**src/rtl/comparator_max_tracker_if.sv**
```systemverilog
// Bundle of the tracker's handshake, comparator and result signals.
// The master side is the upstream producer/environment. The slave side is the tracker.
interface comparator_max_tracker_if #(
   parameter int MSB   = 128,
   parameter int IDX_W = 8
);
   logic             start;
   logic [IDX_W-1:0] frame_len;
   logic             in_valid;
   logic [MSB-1:0]   in_data;
   logic             in_ready;
   logic [MSB-1:0]   cmp_a;
   logic [MSB-1:0]   cmp_b;
   logic             cmp_greater;
   logic             cmp_less;
   logic             cmp_equal;
   logic [MSB-1:0]   max_value;
   logic [IDX_W-1:0] max_index;
   logic [IDX_W-1:0] tie_count;
   logic             busy;
   logic             done;
   logic             err;

   modport master (
      output start, frame_len, in_valid, in_data,
      output cmp_greater, cmp_less, cmp_equal,
      input  in_ready, cmp_a, cmp_b,
      input  max_value, max_index, tie_count, busy, done, err
   );

   modport slave (
      input  start, frame_len, in_valid, in_data,
      input  cmp_greater, cmp_less, cmp_equal,
      output in_ready, cmp_a, cmp_b,
      output max_value, max_index, tie_count, busy, done, err
   );
endinterface

```
**src/rtl/comparator_max_tracker.sv**
```systemverilog
// Running-maximum tracker that sits downstream of an external magnitude comparator.
// Each accepted sample is compared against the current maximum via cmp_a/cmp_b.
// The comparator's flags decide whether the max, its first index or the tie count changes.
module comparator_max_tracker #(
   parameter int MSB   = 128,
   parameter int IDX_W = 8
) (
   input logic clk,
   input logic rst,
   comparator_max_tracker_if.slave bus
);

   typedef enum logic [1:0] {
      IDLE  = 2'd0,
      FIRST = 2'd1,
      RUN   = 2'd2,
      DONE  = 2'd3
   } state_t;

   state_t           state_q, state_d;
   logic [MSB-1:0]   max_value_q, max_value_d;
   logic [IDX_W-1:0] max_index_q, max_index_d;
   logic [IDX_W-1:0] tie_count_q, tie_count_d;
   logic [IDX_W-1:0] sample_cnt_q, sample_cnt_d;
   logic [IDX_W-1:0] frame_len_q, frame_len_d;
   logic             err_q, err_d;

   logic             accepting;
   logic             xfer;
   logic [2:0]       flags;
   logic [IDX_W-1:0] last_idx;

   // Decode the handshake and the comparator flags.
   // Only exactly one raised flag is trusted. Every other pattern falls through to the error path.
   always_comb begin
      accepting = (state_q == FIRST) || (state_q == RUN);
      xfer      = accepting && bus.in_valid;
      flags     = {bus.cmp_greater, bus.cmp_less, bus.cmp_equal};
      last_idx  = frame_len_q - IDX_W'(1);
   end

   // State and result registers.
   // The reset is asynchronous, so a partial frame is dropped the moment rst rises.
   always_ff @(posedge clk or posedge rst) begin
      if (rst) begin
         state_q      <= IDLE;
         max_value_q  <= '0;
         max_index_q  <= '0;
         tie_count_q  <= '0;
         sample_cnt_q <= '0;
         frame_len_q  <= '0;
         err_q        <= 1'b0;
      end else begin
         state_q      <= state_d;
         max_value_q  <= max_value_d;
         max_index_q  <= max_index_d;
         tie_count_q  <= tie_count_d;
         sample_cnt_q <= sample_cnt_d;
         frame_len_q  <= frame_len_d;
         err_q        <= err_d;
      end
   end

   // Next-state and next-result logic.
   // Everything holds by default, so a stalled handshake leaves the tracker untouched.
   always_comb begin
      state_d      = state_q;
      max_value_d  = max_value_q;
      max_index_d  = max_index_q;
      tie_count_d  = tie_count_q;
      sample_cnt_d = sample_cnt_q;
      frame_len_d  = frame_len_q;
      err_d        = err_q;

      unique case (state_q)
         IDLE: begin
            if (bus.start) begin
               frame_len_d  = bus.frame_len;
               err_d        = 1'b0;
               max_value_d  = '0;
               max_index_d  = '0;
               tie_count_d  = '0;
               sample_cnt_d = '0;
               if (bus.frame_len == '0) begin
                  state_d = DONE;
               end else begin
                  state_d = FIRST;
               end
            end
         end

         FIRST: begin
            if (xfer) begin
               max_value_d  = bus.in_data;
               max_index_d  = '0;
               tie_count_d  = '0;
               sample_cnt_d = IDX_W'(1);
               if (frame_len_q == IDX_W'(1)) begin
                  state_d = DONE;
               end else begin
                  state_d = RUN;
               end
            end
         end

         RUN: begin
            if (xfer) begin
               case (flags)
                  3'b100: begin
                     max_value_d = bus.in_data;
                     max_index_d = sample_cnt_q;
                     tie_count_d = '0;
                  end
                  3'b001: begin
                     tie_count_d = tie_count_q + IDX_W'(1);
                  end
                  3'b010: begin
                  end
                  default: begin
                     err_d = 1'b1;
                  end
               endcase
               sample_cnt_d = sample_cnt_q + IDX_W'(1);
               if (sample_cnt_q == last_idx) begin
                  state_d = DONE;
               end
            end
         end

         DONE: begin
            state_d = IDLE;
         end

         default: begin
            state_d = IDLE;
         end
      endcase
   end

   // Drive the comparator operands and the status/result outputs straight from state.
   always_comb begin
      bus.in_ready  = accepting;
      bus.busy      = accepting;
      bus.done      = (state_q == DONE);
      bus.err       = err_q;
      bus.cmp_a     = bus.in_data;
      bus.cmp_b     = max_value_q;
      bus.max_value = max_value_q;
      bus.max_index = max_index_q;
      bus.tie_count = tie_count_q;
   end

endmodule

```
**src/flat_wrapper.sv**
```systemverilog
// flat-port wrapper written by rule: the top's interface ports become plain ports
module comparator_max_tracker_flat 
#(
   parameter int MSB   = 128,
   parameter int IDX_W = 8
)
  (clk, rst, bus_start, bus_frame_len, bus_in_valid, bus_in_data, bus_cmp_greater, bus_cmp_less, bus_cmp_equal, bus_in_ready, bus_cmp_a, bus_cmp_b, bus_max_value, bus_max_index, bus_tie_count, bus_busy, bus_done, bus_err);
  comparator_max_tracker_if #(.MSB(MSB), .IDX_W(IDX_W)) bus_i ();
  input logic clk;
  input logic rst;
  input wire logic [$bits(bus_i.start)-1:0] bus_start;
  input wire logic [$bits(bus_i.frame_len)-1:0] bus_frame_len;
  input wire logic [$bits(bus_i.in_valid)-1:0] bus_in_valid;
  input wire logic [$bits(bus_i.in_data)-1:0] bus_in_data;
  input wire logic [$bits(bus_i.cmp_greater)-1:0] bus_cmp_greater;
  input wire logic [$bits(bus_i.cmp_less)-1:0] bus_cmp_less;
  input wire logic [$bits(bus_i.cmp_equal)-1:0] bus_cmp_equal;
  output wire logic [$bits(bus_i.in_ready)-1:0] bus_in_ready;
  output wire logic [$bits(bus_i.cmp_a)-1:0] bus_cmp_a;
  output wire logic [$bits(bus_i.cmp_b)-1:0] bus_cmp_b;
  output wire logic [$bits(bus_i.max_value)-1:0] bus_max_value;
  output wire logic [$bits(bus_i.max_index)-1:0] bus_max_index;
  output wire logic [$bits(bus_i.tie_count)-1:0] bus_tie_count;
  output wire logic [$bits(bus_i.busy)-1:0] bus_busy;
  output wire logic [$bits(bus_i.done)-1:0] bus_done;
  output wire logic [$bits(bus_i.err)-1:0] bus_err;
  assign bus_i.start = bus_start;
  assign bus_i.frame_len = bus_frame_len;
  assign bus_i.in_valid = bus_in_valid;
  assign bus_i.in_data = bus_in_data;
  assign bus_i.cmp_greater = bus_cmp_greater;
  assign bus_i.cmp_less = bus_cmp_less;
  assign bus_i.cmp_equal = bus_cmp_equal;
  assign bus_in_ready = bus_i.in_ready;
  assign bus_cmp_a = bus_i.cmp_a;
  assign bus_cmp_b = bus_i.cmp_b;
  assign bus_max_value = bus_i.max_value;
  assign bus_max_index = bus_i.max_index;
  assign bus_tie_count = bus_i.tie_count;
  assign bus_busy = bus_i.busy;
  assign bus_done = bus_i.done;
  assign bus_err = bus_i.err;
  comparator_max_tracker #(.MSB(MSB), .IDX_W(IDX_W)) u_core (.clk(clk), .rst(rst), .bus(bus_i));
endmodule
```
**config.mk**
```make
export PLATFORM = sky130hd
export DESIGN_NAME = comparator_max_tracker_flat
export DESIGN_NICKNAME = d
export VERILOG_FILES = /design/src/rtl/comparator_max_tracker_if.sv /design/src/rtl/comparator_max_tracker.sv /design/src/flat_wrapper.sv
export SDC_FILE = /design/constraint.sdc
export NUM_CORES = 1
export LEC_CHECK = 0
export CORE_AREA = 3 3 209 211
export DETAILED_ROUTE_END_ITERATION = 7
export DIE_AREA = 0 0 212 214
export REMOVE_ABC_BUFFERS = 1
export SYNTH_ARGS = -nofsm -noshare
export SYNTH_HDL_FRONTEND = slang
export SYNTH_SLANG_ARGS = --single-unit
```
**constraint.sdc**
```tcl
create_clock -name clk -period 11 [get_ports clk]
set_input_delay 2.2 -clock clk [delete_from_list [all_inputs] [get_ports clk]]
set_output_delay 2.2 -clock clk [all_outputs]
set_load 0.01 [all_outputs]
```
; Yosys cells after proc, flatten, opt, wreduce, memory -nomap -nowiden
; Cells that the tools add are included.
; Widths: inputs -> output; s select.
[totals]
regBits = 163
input_bits = 143
output_inout_bits = 404
elab_cells = 65
[classes]
n_addsub = 3
n_eq_ne = 15
mux = 27
n_reduce_logical = 13
[ops]
columns = op, n
row1 = $mux 128, 4
row2 = $pmux 128 s3, 1
row3 = $pmux 8 s3, 3
row4 = $mux 8, 7
row5 = $add 8x1->8 const B, 2
row6 = $pmux 8 s2, 1
row7 = $reduce_and 4->1, 3
row8 = $mux 2, 5
row9 = $reduce_and 5->1, 2
row10 = $eq 8x1->1 const B, 1
row11 = $eq 8x8->1, 1
row12 = $logic_not 8->1, 1
row13 = $ne 2x2->1 const B, 4
row14 = $pmux 2 s4, 1
row15 = $sub 8x1->8 const B, 1
row16 = $eq 2x2->1 const B, 2
row17 = $mux 1, 4
row18 = $ne 2x1->1 const B, 2
row19 = $eq 3x1->1 const B, 1
row20 = $eq 3x2->1 const B, 1
row21 = $eq 3x3->1 const B, 1
row22 = $ne 3x3->1 const B, 1
row23 = $reduce_bool 3->1, 1
row24 = $reduce_or 3->1, 1
row25 = other kinds (7), 7

; Longest topological paths before layout
[depth]
word_depth = 5
ltp_mapped = 11
ltp_nobuf = 8

; Worst setup path before layout
; Ideal clock, no wire load.
[synth_path]
path_kind = input to output
from = in bus_in_data[0]
to = out bus_cmp_a[0]
arrival_ns = 2.319
required_time_ns = 8.800
slack_ns = 6.481
stages = 1
n_path_buf = 1
path_cell_list = buf_4
[synth_rtl]
columns = item, line
row1 = "start, declared", flat_wrapper.sv:14  ; input wire logic [$bits(bus_i.in_data)-1:0] bus_in_data;
row2 = "end, declared", flat_wrapper.sv:19  ; output wire logic [$bits(bus_i.cmp_a)-1:0] bus_cmp_a;
; No word-level cell between the ends.

; Worst setup path after layout
[layout_path]
from = in bus_in_data[9]
to = out bus_cmp_a[9]
; No word-level cell between the ends.

==> flow_summary.yaml <==
clocking:
  cts-root-buf: "clkbuf_16"
  cts_tree: "built"
  cts_resized: 0
  htreeDepth: 4
  hold_buffers: 0
  clk_path_buf_depth: 2
  cts_sinks: 163
  cts_buffers: 17
  clk_latency_ps: 420
  cts_setup_buffers: 0
  clk_pin_slew_worst_paths_ps: 70
outcome:
  status: "complete, no violations"
timing:
  worstMarginPinSlew_ps: 863
  min_period_ps: 5560
  hold_viol: 0
  timing.final.crit_share: 0.505
  setup_ws_ps: 5440
  finalSetupViolations: 0
  grt_setup_unrepaired: "false"
  slew_viol_final: 0
  fin_tns_setup_ps: 0
  slew_headroom: 0.425
  max_freq_mhz: 180
  skew_ps: 5.48
pwr:
  power.internal_mw: 2.36
  comb_power_share: 0.567
  leakage_nw: 6.03
  p_clk_frac: 0.160
  powerDensity_nw_per_um2: 297
  irDropWorstVdd_uv: 168
  switching_share: 0.419
  power_frac_seq: 0.274
  switchingPower_mw: 1.70
route:
  dr.pass1.iters: 5
  drt_iter0_drc: 482
  dr_total_vias: 7580
  drc: 0
  postRouteAntennaNets: 0
  routed_wirelength_mm: 31.3
  vias_per_cell: 4.12
  wl_per_cell_um: 17.0
floorplan:
  io_pins: 547
  core_um2: 41900
  start_util: 0.213
  fp.dieH_um: 214
  num_rows: 75
  die_area_um2: 45400
  dieWidth_um: 212
cells_and_area:
  fillers: 4370
  nets: 1439
  area_delta_synth_final_pct: 52.7
  drive_gt1_frac: 0.0431
  n_antenna_cell: 0
  multi_input_area_um2: 2730
  seq_area_um2: 4080
synth:
  synth_top_area_frac: 0.456
  synth_fa_ha_area_frac: 0.0126
  async_flop_share: 1.00
  yosysWarnings: 0
  ys_top_cells_by_area: "dfrtp_1 (46%), buf_4 (22%), nand2_1 (11%)"
  synth_mux_area_frac: 0.0136
  synth-seq-cells: 163
  synth_top_family_by_area: "buffers and inverters"
  synth_xor_area_frac: 0.0147
  synth_compound_area_frac: 0.0366
  yosys.area_share.simple: 0.224
  synthesis.area_um2: 8950
  yosysSeqAreaShare: 0.456
  ys.flop_type: "dfrtp_1"
  yosysTopAreaCell: "dfrtp_1"
  avgSynthCellArea_um2: 8.79
  synth_edf_count: 0
  synth_cell_types: 46
  syn_inst: 1019
worst_setup_path:
  slowest_delay_ps: 580
  slowest_stage: "clkdlybuf4s50_1"
  rrSetupSlack_ps: 6390
  critPathTopFamily: "buffers and inverters"
  cp_data_required_time_ps: 8800
  r2r_start: "u_core.state_q[0]"
  r2r_end: "u_core.bus.cmp_b[8]"
  cp-end-kind: "primary output"
  crit_type: "input port to primary output"
  r2r_cells: 11
  cp_data_arrival_time_ps: 3360
  crit_cells: 2
  cp_max_fo: 2
  crit_path_end: "bus_cmp_a[9]"
  startpoint: "bus_in_data[9]"
  crit_top_cell: "clkdlybuf4s50_1"
  cp_cell_sequence: "clkdlybuf4s50_1 > clkdlybuf4s50_1"
  crit_buf_inv: 2
  cp-start-kind: "input port"
global_routing:
  grt_pass1_wl_mm: 46.9
  gr-total-overflow: 0
  grt_usage: 0.133
  grt_pass1_vias: 7625
  grt_max_degree: 73
  antenna_found_initial: 0
placed_design:
  placement.io_buffers: 546
  place_worst_setup_slack_ps: 5430
  dp.final_hpwl_mm: 24.5
  gp_congestion: 0.815
min_path:
  hp-class: "flop to flop"
job:
  max-cap-violations: 0
Yosys cell counts, types with 7 or more instances:
| cell type | count |
|---|---|
| xor2_1 | 7 |
| a22o_1 | 8 |
| nand2_1 | 273 |
| inv_1 | 11 |
| nand3_1 | 138 |
| xnor2_1 | 8 |
| buf_2 | 16 |
| mux2_2 | 8 |
| buf_4 | 259 |
| nor2_1 | 12 |
| nand2b_1 | 7 |
| clkbuf_1 | 27 |
| dfrtp_1 | 163 |
| ha_1 | 9 |
| o21ai_0 | 19 |
per-layer routing:
layer  GRT usage  wire length, µm  share of wire  vias to the layer above
li1            -                -              -                     3599
met1       0.158            12800           0.41                     3610
met2       0.237            15900           0.51                      352
met3      0.0394             2320          0.074                       19
met4      0.0268              331          0.011                        0
met5           0                0              0                        -
how the worst min path moves through the flow:
stage / start / end / slack (ps) / cells past startpoint
finish: u_core.bus.cmp_b[16] / u_core.bus.cmp_b[16] / 490 / 2
global route: u_core.bus.cmp_b[16] / u_core.bus.cmp_b[16] / 520 / 2
CTS: u_core.bus.cmp_b[16] / u_core.bus.cmp_b[16] / 490 / 2
detailed placement: u_core.bus.cmp_b[16] / u_core.bus.cmp_b[16] / 480 / 2
global placement: u_core.bus.cmp_b[7] / u_core.bus.cmp_b[7] / 470 / 2
floorplan: u_core.frame_len_q[7] / u_core.frame_len_q[7] / 520 / 1
placed cells by master, fill, tap and decap left out, types with 3 or more instances in the layout:
cell type	instances
nor2_1	12
clkdlybuf4s50_1	546
inv_6	6
xor2_1	7
nor4_1	3
a22o_1	8
nor2b_1	5
dfrtp_1	163
nand3_1	138
o31ai_1	4
nor3_1	5
clkinv_2	3
inv_1	10
o21ai_0	19
buf_4	7
xnor2_1	8
mux2_2	8
nand2_1	272
a21oi_1	4
bufinv_16	4
nand2b_1	7
ha_1	8
clkbuf_16	17
nand4_1	5
tightest hold or removal path: cells and delay by family (launching register included):
kind / cells / cell delay, ps
simple gates: 2 / 100
flops: 1 / 360
metrics by stage:
stage | total power [mW] | instances | cell area, µm² | hold WS [ps] | utilization
final | 4.06 | 1839 | 13700 | 487 | 0.326
after global routing | 4.36 | 1839 | 13700 | 519 | 0.326
after CTS | 4.14 | 1839 | 13700 | 495 | 0.326
after detailed placement | 3.47 | 1807 | 13000 | 480 | 0.311
after global placement | 3.44 | 1807 | 13000 | 474 | 0.311
after floorplan | 2.05 | 715 | 6820 | 524 | -
power by group through the flow:
stage               sequential (mW)  combinational (mW)  clock [mW]
detailed placement             1.12                2.34           0
finish                         1.11                2.30       0.648
global placement               1.11                2.33           0
global route                   1.15                2.51       0.698
floorplan                      1.28               0.769           0
CTS                            1.12                2.35       0.672
state kept, by name, indices dropped and copies added (netlist names):
signal and cells:
u_core.frame_len_q 8, u_core.bus.max_index 8, u_core.sample_cnt_q 8, u_core.state_q 2
u_core.bus.tie_count 8, u_core.bus.err 1, u_core.bus.cmp_b 128
cell type report:
cell class                      count  share of cell area
Clock buffer                       17              0.0311
Multi-Input combinational cell    541               0.199
Clock inverter                     15              0.0148
Timing Repair Buffer              553               0.404
Inverter                           11             0.00339
Sequential cell                   163               0.298
Tap cell                          539              0.0493
kinds of logic (layout without fill, tap and decap cells):
logic type      count (synthesis)  in the layout
simple gates                  457            457
buf+inv                       315            596
flops                         163            163
compound gates                 49             49
xor+xnor                       15             15
mux                            11             11
fa+ha+maj                       9              9
No activity file was read; power rests on OpenSTA's default activity.
